===== src/rtl/accum_pkg.sv =====
// Shared definitions for the packet accumulator: FSM state encoding.
package accum_pkg;

  typedef enum logic [1:0] {
    ST_IDLE  = 2'd0,
    ST_ACCUM = 2'd1,
    ST_HOLD  = 2'd2
  } state_t;

endpackage


===== src/rtl/adder_nbit.sv =====
// Combinational W-bit ripple-carry adder assembled from full-adder cells.
module adder_nbit #(
  parameter int W = 8
) (
  input  logic [W-1:0] a,
  input  logic [W-1:0] b,
  input  logic         cin,
  output logic [W-1:0] sum,
  output logic         cout
);

  // Each cell keeps its own carry so the chain is a set of distinct nets.
  for (genvar i = 0; i < W; i++) begin : g_fa
    logic ci;
    logic co;
    if (i == 0) begin : g_first
      assign ci = cin;
    end else begin : g_rest
      assign ci = g_fa[i-1].co;
    end
    assign sum[i] = a[i] ^ b[i] ^ ci;
    assign co     = (a[i] & b[i]) | (ci & (a[i] ^ b[i]));
  end

  assign cout = g_fa[W-1].co;

endmodule


===== src/rtl/accum_adder_n.sv =====
// Unsigned packet accumulator with valid/ready handshakes, wrap/saturate
// overflow handling, a sticky overflow flag and a saturating beat counter.
module accum_adder_n #(
  parameter int DATA_W   = 8,
  parameter int ACC_W    = 20,
  parameter int CNT_W    = 5,
  parameter int SATURATE = 0
) (
  input  logic              clk,
  input  logic              rst_n,
  input  logic              clear,
  input  logic              in_valid,
  output logic              in_ready,
  input  logic [DATA_W-1:0] in_data,
  input  logic              in_last,
  output logic              out_valid,
  input  logic              out_ready,
  output logic [ACC_W-1:0]  out_sum,
  output logic              out_overflow,
  output logic [CNT_W-1:0]  out_count
);

  import accum_pkg::*;

  function automatic logic [ACC_W-1:0] sat_acc(input logic [ACC_W-1:0] s,
                                               input logic             c);
    if ((SATURATE != 0) && c) return '1;
    return s;
  endfunction

  function automatic logic [CNT_W-1:0] inc_cnt(input logic [CNT_W-1:0] c);
    return (c == '1) ? c : c + CNT_W'(1);
  endfunction

  state_t             state_q, state_nxt;
  logic [ACC_W-1:0]   acc_q, acc_nxt;
  logic [CNT_W-1:0]   cnt_q, cnt_nxt;
  logic               ovf_q, ovf_nxt;
  logic               in_ready_q;
  logic               out_valid_nxt;
  logic               load_out;
  logic               beat;
  logic [ACC_W-1:0]   ext_data;
  logic [ACC_W-1:0]   add_sum;
  logic               add_cout;

  assign in_ready = in_ready_q;
  assign beat     = in_valid & in_ready_q & ~clear;
  assign ext_data = ACC_W'(in_data);

  adder_nbit #(.W(ACC_W)) u_adder (
    .a    (acc_q),
    .b    (ext_data),
    .cin  (1'b0),
    .sum  (add_sum),
    .cout (add_cout)
  );

  always_comb begin
    state_nxt     = state_q;
    acc_nxt       = acc_q;
    cnt_nxt       = cnt_q;
    ovf_nxt       = ovf_q;
    load_out      = 1'b0;
    out_valid_nxt = out_valid;
    if (clear) begin
      state_nxt     = ST_IDLE;
      acc_nxt       = '0;
      cnt_nxt       = '0;
      ovf_nxt       = 1'b0;
      out_valid_nxt = 1'b0;
    end else begin
      case (state_q)
        ST_IDLE: begin
          if (beat) begin
            acc_nxt   = ext_data;
            cnt_nxt   = CNT_W'(1);
            ovf_nxt   = 1'b0;
            state_nxt = in_last ? ST_HOLD : ST_ACCUM;
            load_out  = in_last;
          end
        end
        ST_ACCUM: begin
          if (beat) begin
            acc_nxt   = sat_acc(add_sum, add_cout);
            ovf_nxt   = ovf_q | add_cout;
            cnt_nxt   = inc_cnt(cnt_q);
            state_nxt = in_last ? ST_HOLD : ST_ACCUM;
            load_out  = in_last;
          end
        end
        ST_HOLD: begin
          if (out_ready) begin
            state_nxt     = ST_IDLE;
            acc_nxt       = '0;
            cnt_nxt       = '0;
            ovf_nxt       = 1'b0;
            out_valid_nxt = 1'b0;
          end
        end
        default: begin
          state_nxt = ST_IDLE;
        end
      endcase
      if (load_out) out_valid_nxt = 1'b1;
    end
  end

  // in_ready is registered from the next state so it reads 0 while in reset.
  always_ff @(posedge clk or negedge rst_n) begin
    if (!rst_n) begin
      state_q      <= ST_IDLE;
      acc_q        <= '0;
      cnt_q        <= '0;
      ovf_q        <= 1'b0;
      in_ready_q   <= 1'b0;
      out_valid    <= 1'b0;
      out_sum      <= '0;
      out_overflow <= 1'b0;
      out_count    <= '0;
    end else begin
      state_q    <= state_nxt;
      acc_q      <= acc_nxt;
      cnt_q      <= cnt_nxt;
      ovf_q      <= ovf_nxt;
      in_ready_q <= (state_nxt != ST_HOLD);
      out_valid  <= out_valid_nxt;
      if (load_out) begin
        out_sum      <= acc_nxt;
        out_overflow <= ovf_nxt;
        out_count    <= cnt_nxt;
      end
    end
  end

endmodule


===== config.mk =====
export PLATFORM = sky130hd
export DESIGN_NAME = accum_adder_n
export DESIGN_NICKNAME = d
export VERILOG_FILES = /design/src/rtl/accum_pkg.sv /design/src/rtl/adder_nbit.sv /design/src/rtl/accum_adder_n.sv
export SDC_FILE = /design/constraint.sdc
export NUM_CORES = 1
export LEC_CHECK = 0
export BUFFER_PORTS_ARGS = -buffer_cell sky130_fd_sc_hd__buf_2
export CORE_ASPECT_RATIO = 0.9
export CORE_MARGIN = 3
export CORE_UTILIZATION = 25
export DETAILED_ROUTE_END_ITERATION = 16
export GPL_TIMING_DRIVEN = 0
export PLACE_DENSITY_LB_ADDON = 0.25
export SYNTH_ARGS = -nofsm -noshare
export SYNTH_HDL_FRONTEND = slang
export SYNTH_SLANG_ARGS = --single-unit

===== constraint.sdc =====
create_clock -name clk -period 6.1 [get_ports clk]
set_input_delay 0.305 -clock clk [delete_from_list [all_inputs] [get_ports clk]]
set_output_delay 0.305 -clock clk [all_outputs]
set_load 0.05 [all_outputs]

==> results of run 1 <==
## final cells by class
cell class              instances  area, um^2  share of cell area [%]
plain buffers                  19       107.6                   3.282
clock buffers                   6       138.9                   4.237
clock inverters                 1       8.758                  0.2672
inverters                      17       63.81                   1.947
multi-input cells             189        1194                   36.41
flip-flops and latches         56        1401                   42.75
well taps                     129       161.4                   4.924
repair buffers                 40       202.7                   6.183
## critical path: cells and delay by family, from the launching register on
| family | cells | cell delay (ps) |
|---|---|---|
| buf+inv | 2 | 130 |
| flops | 1 | 360 |
| fa+ha+maj | 20 | 4430 |
| compound gates | 2 | 280 |
## sequential cells by signal (all words and copies together), names as in the netlist
signal and count:
acc_q 20, out_sum 20, cnt_q 5, out_count 5
state_q 2, in_ready 1, out_overflow 1, out_valid 1
ovf_q 1
## cells by family (layout without fill, tap and decap cells)
family,Yosys count,in the layout,synth area share (%)
buf+inv,36,83,6.196
mux,3,3,1.221
simple gates,101,101,16.10
compound gates,63,63,14.11
xor+xnor,1,1,0.3167
flops,56,56,50.66
fa+ha+maj,21,21,11.40
## cells in the final DEF (no fill, tap or decap), types with 2 or more instances in the layout
master,instances
ha_1,14
and2_1,8
buf_4,4
mux2_2,2
nand3_1,2
o21ai_1,12
clkbuf_1,6
and3_1,2
a22oi_1,8
dfrtp_1,56
inv_1,17
a21boi_0,2
nand2b_1,3
nand2_1,51
clkbuf_16,5
fa_1,7
buf_2,46
a31oi_1,3
o41ai_1,6
a21oi_1,20
o31ai_1,2
buf_6,2
o21ai_0,5
nor2_1,27
## layer usage
metal / wire, um / up-vias
li1: - / 1037
met1: 3209 / 1004
met2: 3057 / 31
met3: 258 / 5
met4: 85 / 0
met5: 0 / -
## stage by stage
step / cells / power [mW] / hold slack (ps) / area (um^2)
detailed placement: 450 / 0.5706 / 464.0 / 3128
global placement: 450 / 0.5690 / 461.1 / 3128
CTS: 457 / 0.8659 / 309.3 / 3276
floorplan: 281 / 0.5190 / 9.409 / 2766
global route: 457 / 0.8955 / 128.3 / 3278
finish: 457 / 0.8555 / 71.60 / 3278
## worst max-delay path by stage
stage,endpoint,cells after the start,start
floorplan,out_overflow,24,acc_q[0]
global placement,acc_q[19],25,in_data[0]
detailed placement,acc_q[19],25,in_data[0]
CTS,out_overflow,24,acc_q[0]
global route,out_overflow,24,acc_q[0]
finish,out_overflow,24,acc_q[0]
## power by group through the flow
stage	logic [mW]	registers (mW)	clock network (mW)
floorplan	0.0599	0.459	0
global placement	0.160	0.409	0
detailed placement	0.161	0.409	0
CTS	0.162	0.402	0.302
global route	0.176	0.404	0.316
finish	0.159	0.401	0.295
==> impl_results.md, run 1 <==
* Result of the run: finished clean
* Final hold violation count at 0
* GRT met2 Usage at between 15 and 20%
* Gpl congestion at 0.7399
* Busiest grt layer: met2
* CP max-delay cell: fa_1
* Sequential fraction of design power at between 40% and 50%
* Clk sink count at 56
* Maximum root-to-sink buffer count at 2
* Growth of design area from synthesis to finish at 18.50%
* Cells traversed along the worst timing path: ha_1, inv_1, fa_1, fa_1, fa_1, fa_1, fa_1, fa_1, inv_1, fa_1, ha_1, ha_1, ha_1, ha_1, ha_1, ha_1, ha_1, ha_1, ha_1, ha_1, ha_1, ha_1, a21oi_1, o31ai_1
* Largest stage delay, worst path at ~400 ps
* Worst hold-check path type: input port to async pin
* Power Internal at between 500 and 600 uW
* Area fraction of the dominant cell type after synthesis at 50.66%
* Pin count of the biggest net entering global routing at 57
* Share of total power consumed by net switching at between 30% and 40%
* Detailed-route via count at around 2,100
* Antenna violations before repair at 0
* Setup WS pre-CTS at between 700 and 800 ps
* First DRT Iteration DRCs at 159
* Worst slew margin relative to its limit at 52.04%
* Global Route met1 Usage at between 15 and 20%
* Post-layout utilization of the core at between 30% and 40%
* CP most frequent cell: ha_1
* Met3 usage in global routing at approximately 2.1%
* Library cells used by synthesis at 39
* Layout cells sized above 1 at approximately 19%
* Post-synthesis instance area at ~2800 um^2
* Width of the die at about 120 um
* CTS Root Cell: clkbuf_16
* Yosys warning total at 0
* Mapped Nets at roughly 320
* Worst-skew pair later-pin latency at between 200 and 300 ps
* Length in cells of the worst reg-to-reg path at 24
* Input/output buffers at 40
* Wire length of the first global-routing pass at between 10,000 and 15,000 um
* Reg-to-reg slack, setup at about 800 ps
* Cell type with the largest total area after synthesis: dfrtp_1
* Required @ worst endpoint at 6300 ps
* H-Tree Depth at 2
* Synth async-reset ratio at 100.0%
* Number of synthesized register bits at between 50 and 60
* Kind of start point of the critical path: flop
* Achievable clock frequency at between 0.15 and 0.2 GHz
* Shortest period the worst path allows at between 5000 and 6000 ps
* Reg-to-reg startpoint: acc_q[0]
* Post-synth EDFFs at 0
* Die height at about 110 um
* Core outline area at roughly 11,000 um^2
* Routed vias/inst at 4.545
* Slew @ Worst Pin at about 720 ps
* Detailed placer's ending HPWL at roughly 4600 um
* Maximum vdd ir drop at ~0.095 mV
* Global-route total usage across every layer at about 11%
* Worst setup skew after layout at just over 7 ps
* I/O pin cnt at 42
* Clock share of power at 34.5%
* Number of gates resized after cts at 0
* Leak at between 1.5 and 2 nW
* CTS tree: done
* Proportion of power drawn by combinational gates at between 10% and 20%
* Most common cell in the synthesized netlist: dfrtp_1
* Count of filler cells inserted in the layout at 1,090
* Classification of the worst setup path: flop to flop
* Number of max-cap violations at 0
* Worst Path Arrival at 5500 ps
* Number of buffers inserted by hold repair at cts at 0
* Synthesized instance count at about 280
* Remaining design rule violation count at 0
* Setup violators final at 0
* Layout Nets at about 360
* Global route overflow at 0
* Worst-path fanout max at 2
* Minimum setup slack in the final design at about 800 ps
* Post-detailed-routing wire length at about 6600 um
* Pwr dens at 261.0 nW/um^2
* Clock transition at path regs at around 70 ps
* Period utilisation layout at slightly below 90%
* Mean Syn Cell Area at approximately 9.8 um^2
* Endpoint type of the worst setup path: flop
* Slew Viols, Final at 0
* Unrepaired setup endpoints after global routing: false
* Die ar. at about 12,000 um^2
* Most used flip-flop cell after synthesis: dfrtp_1
* Net load switching power at between 200 and 300 uW
* Post-CTS repair timing setup buffer count at 0
* Top post-synthesis cells by area: dfrtp_1 (51%), nand2_1 (6.9%), ha_1 (6.3%), fa_1 (5.1%), nor2_1 (3.7%)
* First drt pass iteration count at 4
* N_diodes at 0
* Total negative slack for setup checks at 0 ps
* Starting utilization of the core area at 26.32%
* Total number of placement rows at 35
* List of most frequent post-synthesis cells: dfrtp_1 (56), nand2_1 (51), nor2_1 (27)
* End of the worst register-to-register path: out_overflow
* Number of buffers added by the clock tree synthesis step at 5
* Sequential-to-total area share from yosys stat at between 50% and 60%
* Vias in the first global route at around 2,200
* Post-detailed-route count of antenna-violating nets at 0
* Average wire per cell in the routed design at 14.46 um
Power figures use the tool's default switching activity.
==> run 2: changes to the inputs <==
--- a/config.mk
+++ b/config.mk
@@ -8,7 +8,7 @@
 export BUFFER_PORTS_ARGS = -buffer_cell sky130_fd_sc_hd__buf_2
 export CORE_ASPECT_RATIO = 0.9
 export CORE_MARGIN = 3
-export CORE_UTILIZATION = 25
+export CORE_UTILIZATION = 50
 export DETAILED_ROUTE_END_ITERATION = 16
 export GPL_TIMING_DRIVEN = 0
 export PLACE_DENSITY_LB_ADDON = 0.25
==> run 2 against run 1 <==
  * Sequential share of layout area grew 1.8 points
  * Final area shrank 4.0%
  * Die area shrank 48%
  * Critical endpoint unchanged
  * Worst hold slack got worse by 48 ps
  * Worst setup slack worse by 17 ps
  * Count of clock-buffer cells in the layout is 1 lower
  * Combinational power about the same
  * Wire length is 11% lower
==> impl_results.md, run 2 (synthesis gave the netlist of run 1 again) <==
* Input/output buffers at 40
* Beginning of the critical path: acc_q[0]
* Detailed placer's ending HPWL at 4095 um
* Commonest cells after routing, fill and taps aside: dfrtp_1 (56), nand2_1 (51), buf_2 (46)
* Classification of the worst setup path: flop to flop
* Maximum vdd ir drop at approximately 0.17 mV
* CTS Root Cell: clkbuf_8
* Worst-path fanout max at 2
* Pwr dens at approximately 240 nW/um^2
* Remaining design rule violation count at 0
* Worst-skew pair later-pin latency at 320 ps
* Number of buffers inserted by hold repair at cts at 0
* Reg-to-reg slack, setup at around 790 ps
* Number of cells in the design after placement at between 300 and 400
* Worst slew margin relative to its limit at between 50% and 60%
* Routed vias/inst at 5.348
* Total negative slack for setup checks at 0 ps
* End of the worst register-to-register path: out_overflow
* Maximum root-to-sink buffer count at 2
* First DRT Iteration DRCs at between 100 and 150
* Gpl congestion at between 0.8 and 0.9
* Clock transition at path regs at between 100 and 150 ps
* Minimum setup slack in the final design at approximately 790 ps
* Endpoint type of the worst setup path: flop
* Setup WS pre-CTS at 711.5 ps
* Timing endpoint of the critical path: out_overflow
* Unrepaired setup endpoints after global routing: false
* Number of gates resized after cts at 0
* Clk sink count at 56
* Design Area, Final at around 3100 um^2
* Met3 routed WL at around 370 um
* Core outline area at roughly 5300 um^2
* Die ar. at roughly 6500 um^2
* I/O pin cnt at between 40 and 50
* Final hold slack at 23.35 ps
* Layout Nets at 363
* Wire length on met2 at 2772 um
* Count of filler cells inserted in the layout at around 480
* Worst Path Arrival at roughly 5600 ps
* Number of max-cap violations at 0
* Largest regs: acc_q (20), out_sum (20)
* Layout cells sized above 1 at ~19%
* Shortest period the worst path allows at 5314 ps
* Post-detailed-route count of antenna-violating nets at 0
* Antenna violations before repair at 0
* Starting utilization of the core area at between 50% and 60%
* Width of the die at 84.41 um
* Kind of start point of the critical path: flop
* Reg-to-reg startpoint: acc_q[0]
* Detailed-route via count at between 2,000 and 2,500
* Die height at ~77 um
* Average wire per cell in the routed design at 14.81 um
* Period utilisation layout at 87.12%
* CTS tree: done
* Number of buffers added by the clock tree synthesis step at 5
* Max layer used: met4
* Worst hold-check path type: input port to async pin
* Worst setup skew after layout at between 10 and 15 ps
* Slew Viols, Final at 0
* Pin count of the biggest net entering global routing at 57
* Required @ worst endpoint at ~6300 ps
* Total number of placement rows at 25
* First drt pass iteration count at 4
* Most common cell after layout, fill and taps aside: dfrtp_1
* Final hold violation count at 0
* Length in cells of the worst reg-to-reg path at 24
* Post-CTS repair timing setup buffer count at 0
* Achievable clock frequency at around 0.19 GHz
* Vias in the first global route at between 2,000 and 2,500
* Total cell area at the placement stage at around 3100 um^2
* Layout Cells excl Fill at 396
* Met1 wire length at between 2000 and 3000 um
* Global route overflow at 0
* Leak at between 1.5 and 2 nW
* Slew @ Worst Pin at 712.1 ps
* N_diodes at 0
* Post-detailed-routing wire length at just under 6000 um
* Result of the run: finished clean
* Global-route total usage across every layer at 19.54%
* H-Tree Depth at 2
* Wire length of the first global-routing pass at 10,060 um
* Growth of design area from synthesis to finish at 13.70%
* Setup violators final at 0
[run 2: cell count changes in the layout (fill, tap and decap cells not counted), sizes merged]
cell / change
clkbuf: -1
clkinvlp: +2
[run 2: worst min-delay path by stage]
stage | from | end | cells after the start
2_1_floorplan | rst_n | acc_q[0] | 0
3_3_place_gp | out_sum[2] | out_sum[2] | 2
3_5_place_dp | out_sum[6] | out_sum[6] | 2
4_1_cts | clear | cnt_q[4] | 2
5_1_grt | rst_n | out_count[4] | 1
6_report | rst_n | out_count[0] | 1
[run 2: where the power goes]
| group | total (mW) | leakage, nW | internal [mW] | switching, mW |
|---|---|---|---|---|
| Clock | 0.210 | 0.0404 | 0.0817 | 0.129 |
| Combinational | 0.157 | 0.759 | 0.0429 | 0.114 |
| Sequential | 0.401 | 0.756 | 0.390 | 0.0107 |
| Total | 0.768 | 1.56 | 0.515 | 0.253 |
[run 2: final cells by class]
type,instances,area (um^2),share of cell area [%]
Sequential cell,56,1401,44.55
Tap cell,67,83.83,2.665
Clock buffer,5,68.82,2.188
Multi-Input combinational cell,189,1194,37.95
Clock inverter,3,23.77,0.7558
Timing Repair Buffer,40,202.7,6.444
Inverter,17,63.81,2.029
Buffer,19,107.6,3.421
[run 2: through the flow]
stage,power [mW],utilization (%)
floorplan,0.5190,-
global route,0.8072,59.50
CTS,0.7766,59.46
global placement,0.5627,57.70
finish,0.7677,59.50
detailed placement,0.5660,57.70
[run 2: critical path, cell delays in order (launching register included)]
cell and delay, ps:
dfrtp_1 360, ha_1 140, inv_1 50, fa_1 370, fa_1 400, fa_1 400
fa_1 400, fa_1 400, fa_1 390, inv_1 90, fa_1 160, ha_1 150
ha_1 160, ha_1 150, ha_1 140, ha_1 140, ha_1 150, ha_1 150
ha_1 140, ha_1 150, ha_1 160, ha_1 150, ha_1 160, a21oi_1 70
o31ai_1 210
[run 2: routing by layer]
metal,vias to the layer above,global-route usage (%)
li1,1042,-
met3,5,4.865
met4,0,6.171
met5,-,0
met1,1017,27.04
met2,54,30.44
==> run 3: changes to the inputs <==
--- a/config.mk
+++ b/config.mk
@@ -14,4 +14,5 @@
 export PLACE_DENSITY_LB_ADDON = 0.25
 export SYNTH_ARGS = -nofsm -noshare
 export SYNTH_HDL_FRONTEND = slang
+export SYNTH_HIERARCHICAL = 1
 export SYNTH_SLANG_ARGS = --single-unit
==> run 3 against run 2 <==
  * Critical path depth rose by 2
  * Worst setup slack got worse by 2500 ps
  * Cell count fell by 4.5%
  * Highest routed layer unchanged
  * Combinational power rose by 47%
  * The flow now finishes with violations (setup timing)
  * Largest power group unchanged
  * Via count fell by 3.4%
==> impl_results.md, run 3 <==
* Core outline area at 5380 um^2
* CTS tree: done
* Count of filler cells inserted in the layout at 421
* N_diodes at 0
* Largest regs: acc_q (20), out_sum (20)
* Achievable clock frequency at 0.1286 GHz
* Post-detailed-routing wire length at between 5000 and 6000 um
* Worst-skew pair later-pin latency at 310 ps
* Leak at around 1.6 nW
* Sequential-to-total area share from yosys stat at around half
* Remaining design rule violation count at 0
* Slew @ Worst Pin at 700.8 ps
* Result of the run: finished, violations left
* Gpl congestion at 0.8879
* Post-synth EDFFs at 0
* Clk sink count at 56
* I/O pin cnt at between 40 and 50
* Number of synthesized register bits at 56
* Worst slew margin relative to its limit at a little over half
* Endpoint type of the worst setup path: flop
* First DRT Iteration DRCs at 148
* Input/output buffers at about 40
* Worst setup skew after layout at ~3.6 ps
* Most common cell after layout, fill and taps aside: dfrtp_1
* Worst Path Arrival at 8020 ps
* Setup violators final at 14
* Post-synthesis instance area at ~2800 um^2
* Unrepaired setup endpoints after global routing: true
* Pwr dens at about 250 nW/um^2
* CP most frequent cell: fa_2
* Global-route total usage across every layer at 19.49%
* Total cell area at the placement stage at ~3200 um^2
* Detailed-route via count at just over 2,000
* Antenna violations before repair at 0
* Global route overflow at 0
* CP max-delay cell: dfrtp_1
* Detailed placer's ending HPWL at around 4200 um
* Layout cells sized above 1 at between 30 and 40%
* H-Tree Depth at 2
* Starting utilization of the core area at a little over half
* Average wire per cell in the routed design at between 15 and 20 um
* Classification of the worst setup path: flop to flop
* Length in cells of the worst reg-to-reg path at 26
* Period utilisation layout at 127.5%
* Synthesized instance count at ~250
* Largest delay contributor family on the critical path: adder cells
* Number of max-cap violations at 0
* Maximum root-to-sink buffer count at 2
* Largest stage delay, worst path at ~410 ps
* Maximum vdd ir drop at approximately 0.14 mV
* Total number of placement rows at 25
* Commonest cells after routing, fill and taps aside: dfrtp_1 (56), buf_2 (46), nor2_1 (32)
* CTS Root Cell: clkbuf_8
* Design Power at ~850 uW
* Wire length of the first global-routing pass at 10,250 um
* Sequential Area at 1401 um^2
* Die ar. at around 6600 um^2
* First drt pass iteration count at 4
* Yosys warning total at 6
* Shortest period the worst path allows at roughly 8000 ps
* Most common cell in the synthesized netlist: dfrtp_1
* Slew Viols, Final at 0
* Post-layout utilization of the core at between 60% and 70%
* Top post-synthesis cells by area: dfrtp_1 (49%), fa_1 (14%), a22oi_1 (5.8%), mux2_2 (5.5%), nor2_1 (4.2%)
* Width of the die at 85.55 um
* Mean Syn Cell Area at around 11 um^2
* Synth async-reset ratio at 100.0%
* Growth of design area from synthesis to finish at 17.84%
* Pin count of the biggest net entering global routing at between 50 and 60
* Design Area, Final at roughly 3400 um^2
* Required @ worst endpoint at 6340 ps
* Most used flip-flop cell after synthesis: dfrtp_1
* Number of buffers added by the clock tree synthesis step at 5
* Clock transition at path regs at approximately 100 ps
* Worst hold-check path type: input port to async pin
* Final hold violation count at 0
* Violations in the final reports: setup timing
* List of most frequent post-synthesis cells: dfrtp_1 (56), nor2_1 (32), a22oi_1 (22)
* Post-detailed-route count of antenna-violating nets at 0
* End of the worst register-to-register path: out_sum[19]
* Vias in the first global route at about 2,100
* Area fraction of the dominant cell type after synthesis at 49.21%
* Reg-to-reg startpoint: acc_q[0]
* Kind of start point of the critical path: flop
* CP bufs+invs at 4
* Library cells used by synthesis at 39
* Routed vias/inst at ~5.4
* Minimum setup slack in the final design at -1676 ps
* Area of combinational cells with multiple inputs at 1443 um^2
* Cell type with the largest total area after synthesis: dfrtp_1
* Die height at between 70 and 80 um
* Layout Nets at between 300 and 400
* Reg-to-reg slack, setup at -1680 ps
* Worst-path fanout max at 2
-- run 3: worst register-to-register path, cell delays in order (launching register included) --
cell and delay, ps:
dfrtp_1 410, fa_2 350, fa_2 350, fa_2 340
fa_2 340, fa_2 340, fa_2 350, fa_2 350
fa_2 390, fa_2 360, fa_2 360, fa_2 350
fa_2 340, fa_2 350, fa_2 340, fa_2 340
fa_2 340, inv_2 60, fa_1 170, inv_2 40
fa_2 330, fa_2 340, inv_2 60, fa_1 410
inv_1 80, a22oi_2 70, o21ai_1 130
-- run 3: where the power goes --
group          switching (mW)  internal [mW]  total [mW]
logic                   0.164         0.0674       0.231
clock network           0.120         0.0820       0.202
registers              0.0177          0.402       0.420
total                   0.302          0.551       0.853
-- run 3: logic make-up after synthesis --
family	Yosys count	share of synthesized area [%]
DFF	56	49.21
buffers and inverters	26	4.350
muxes	17	6.942
and+or+nand+nor	70	11.60
other	1	0.1317
adders and majority gates	21	14.50
AOI/OAI and AO/OA	58	13.27
-- run 3: through the flow --
stage / hold WS, ps / setup slack (ps) / TNS, ps / cells
after floorplan: 9.409 / 1203 / 0 / 261
after global placement: 459.4 / -1821 / -14920 / 369
after CTS: 302.6 / -1675 / -13160 / 377
final: 24.94 / -1676 / -13150 / 378
after detailed placement: 465.7 / -1866 / -15160 / 369
after global routing: 84.63 / -1848 / -15310 / 378
-- run 3: worst max path at each step --
stage	from	end	cells past startpoint
final	acc_q[0]	out_sum[19]	26
after CTS	acc_q[0]	out_sum[19]	26
after floorplan	acc_q[8]	out_sum[19]	18
after global placement	in_data[0]	out_sum[19]	27
after detailed placement	in_data[0]	out_sum[19]	27
after global routing	acc_q[0]	out_sum[19]	26
-- run 3: repair_timing --
item,4_1_cts,5_1_grt
endpoints found under the setup margin,14,14
gates resized for setup,15,1
hold buffers,0,0
pin swaps,9,3
buffers inserted,0,1
-- run 3: metal layers --
layer  wire (um)  global-route usage, %  part of all wire (%)  vias up
met5           0                      0                     0        -
met4          91                  5.854                   1.6        0
met3         272                  3.822                   4.7       10
met2        2678                  29.27                    46       55
met1        2801                  28.84                    48     1017
li1            -                      -                     -      964
-- run 3: cell type report --
| class | instances | area share, % |
|---|---|---|
| tap | 67 | 2.498 |
| timing repair buffer | 42 | 6.413 |
| inverter | 11 | 1.230 |
| clock inverter | 2 | 0.4847 |
| sequential | 56 | 41.76 |
| clock buffer | 6 | 2.163 |
| multi-input combinational | 179 | 42.99 |
| buffer | 15 | 2.461 |
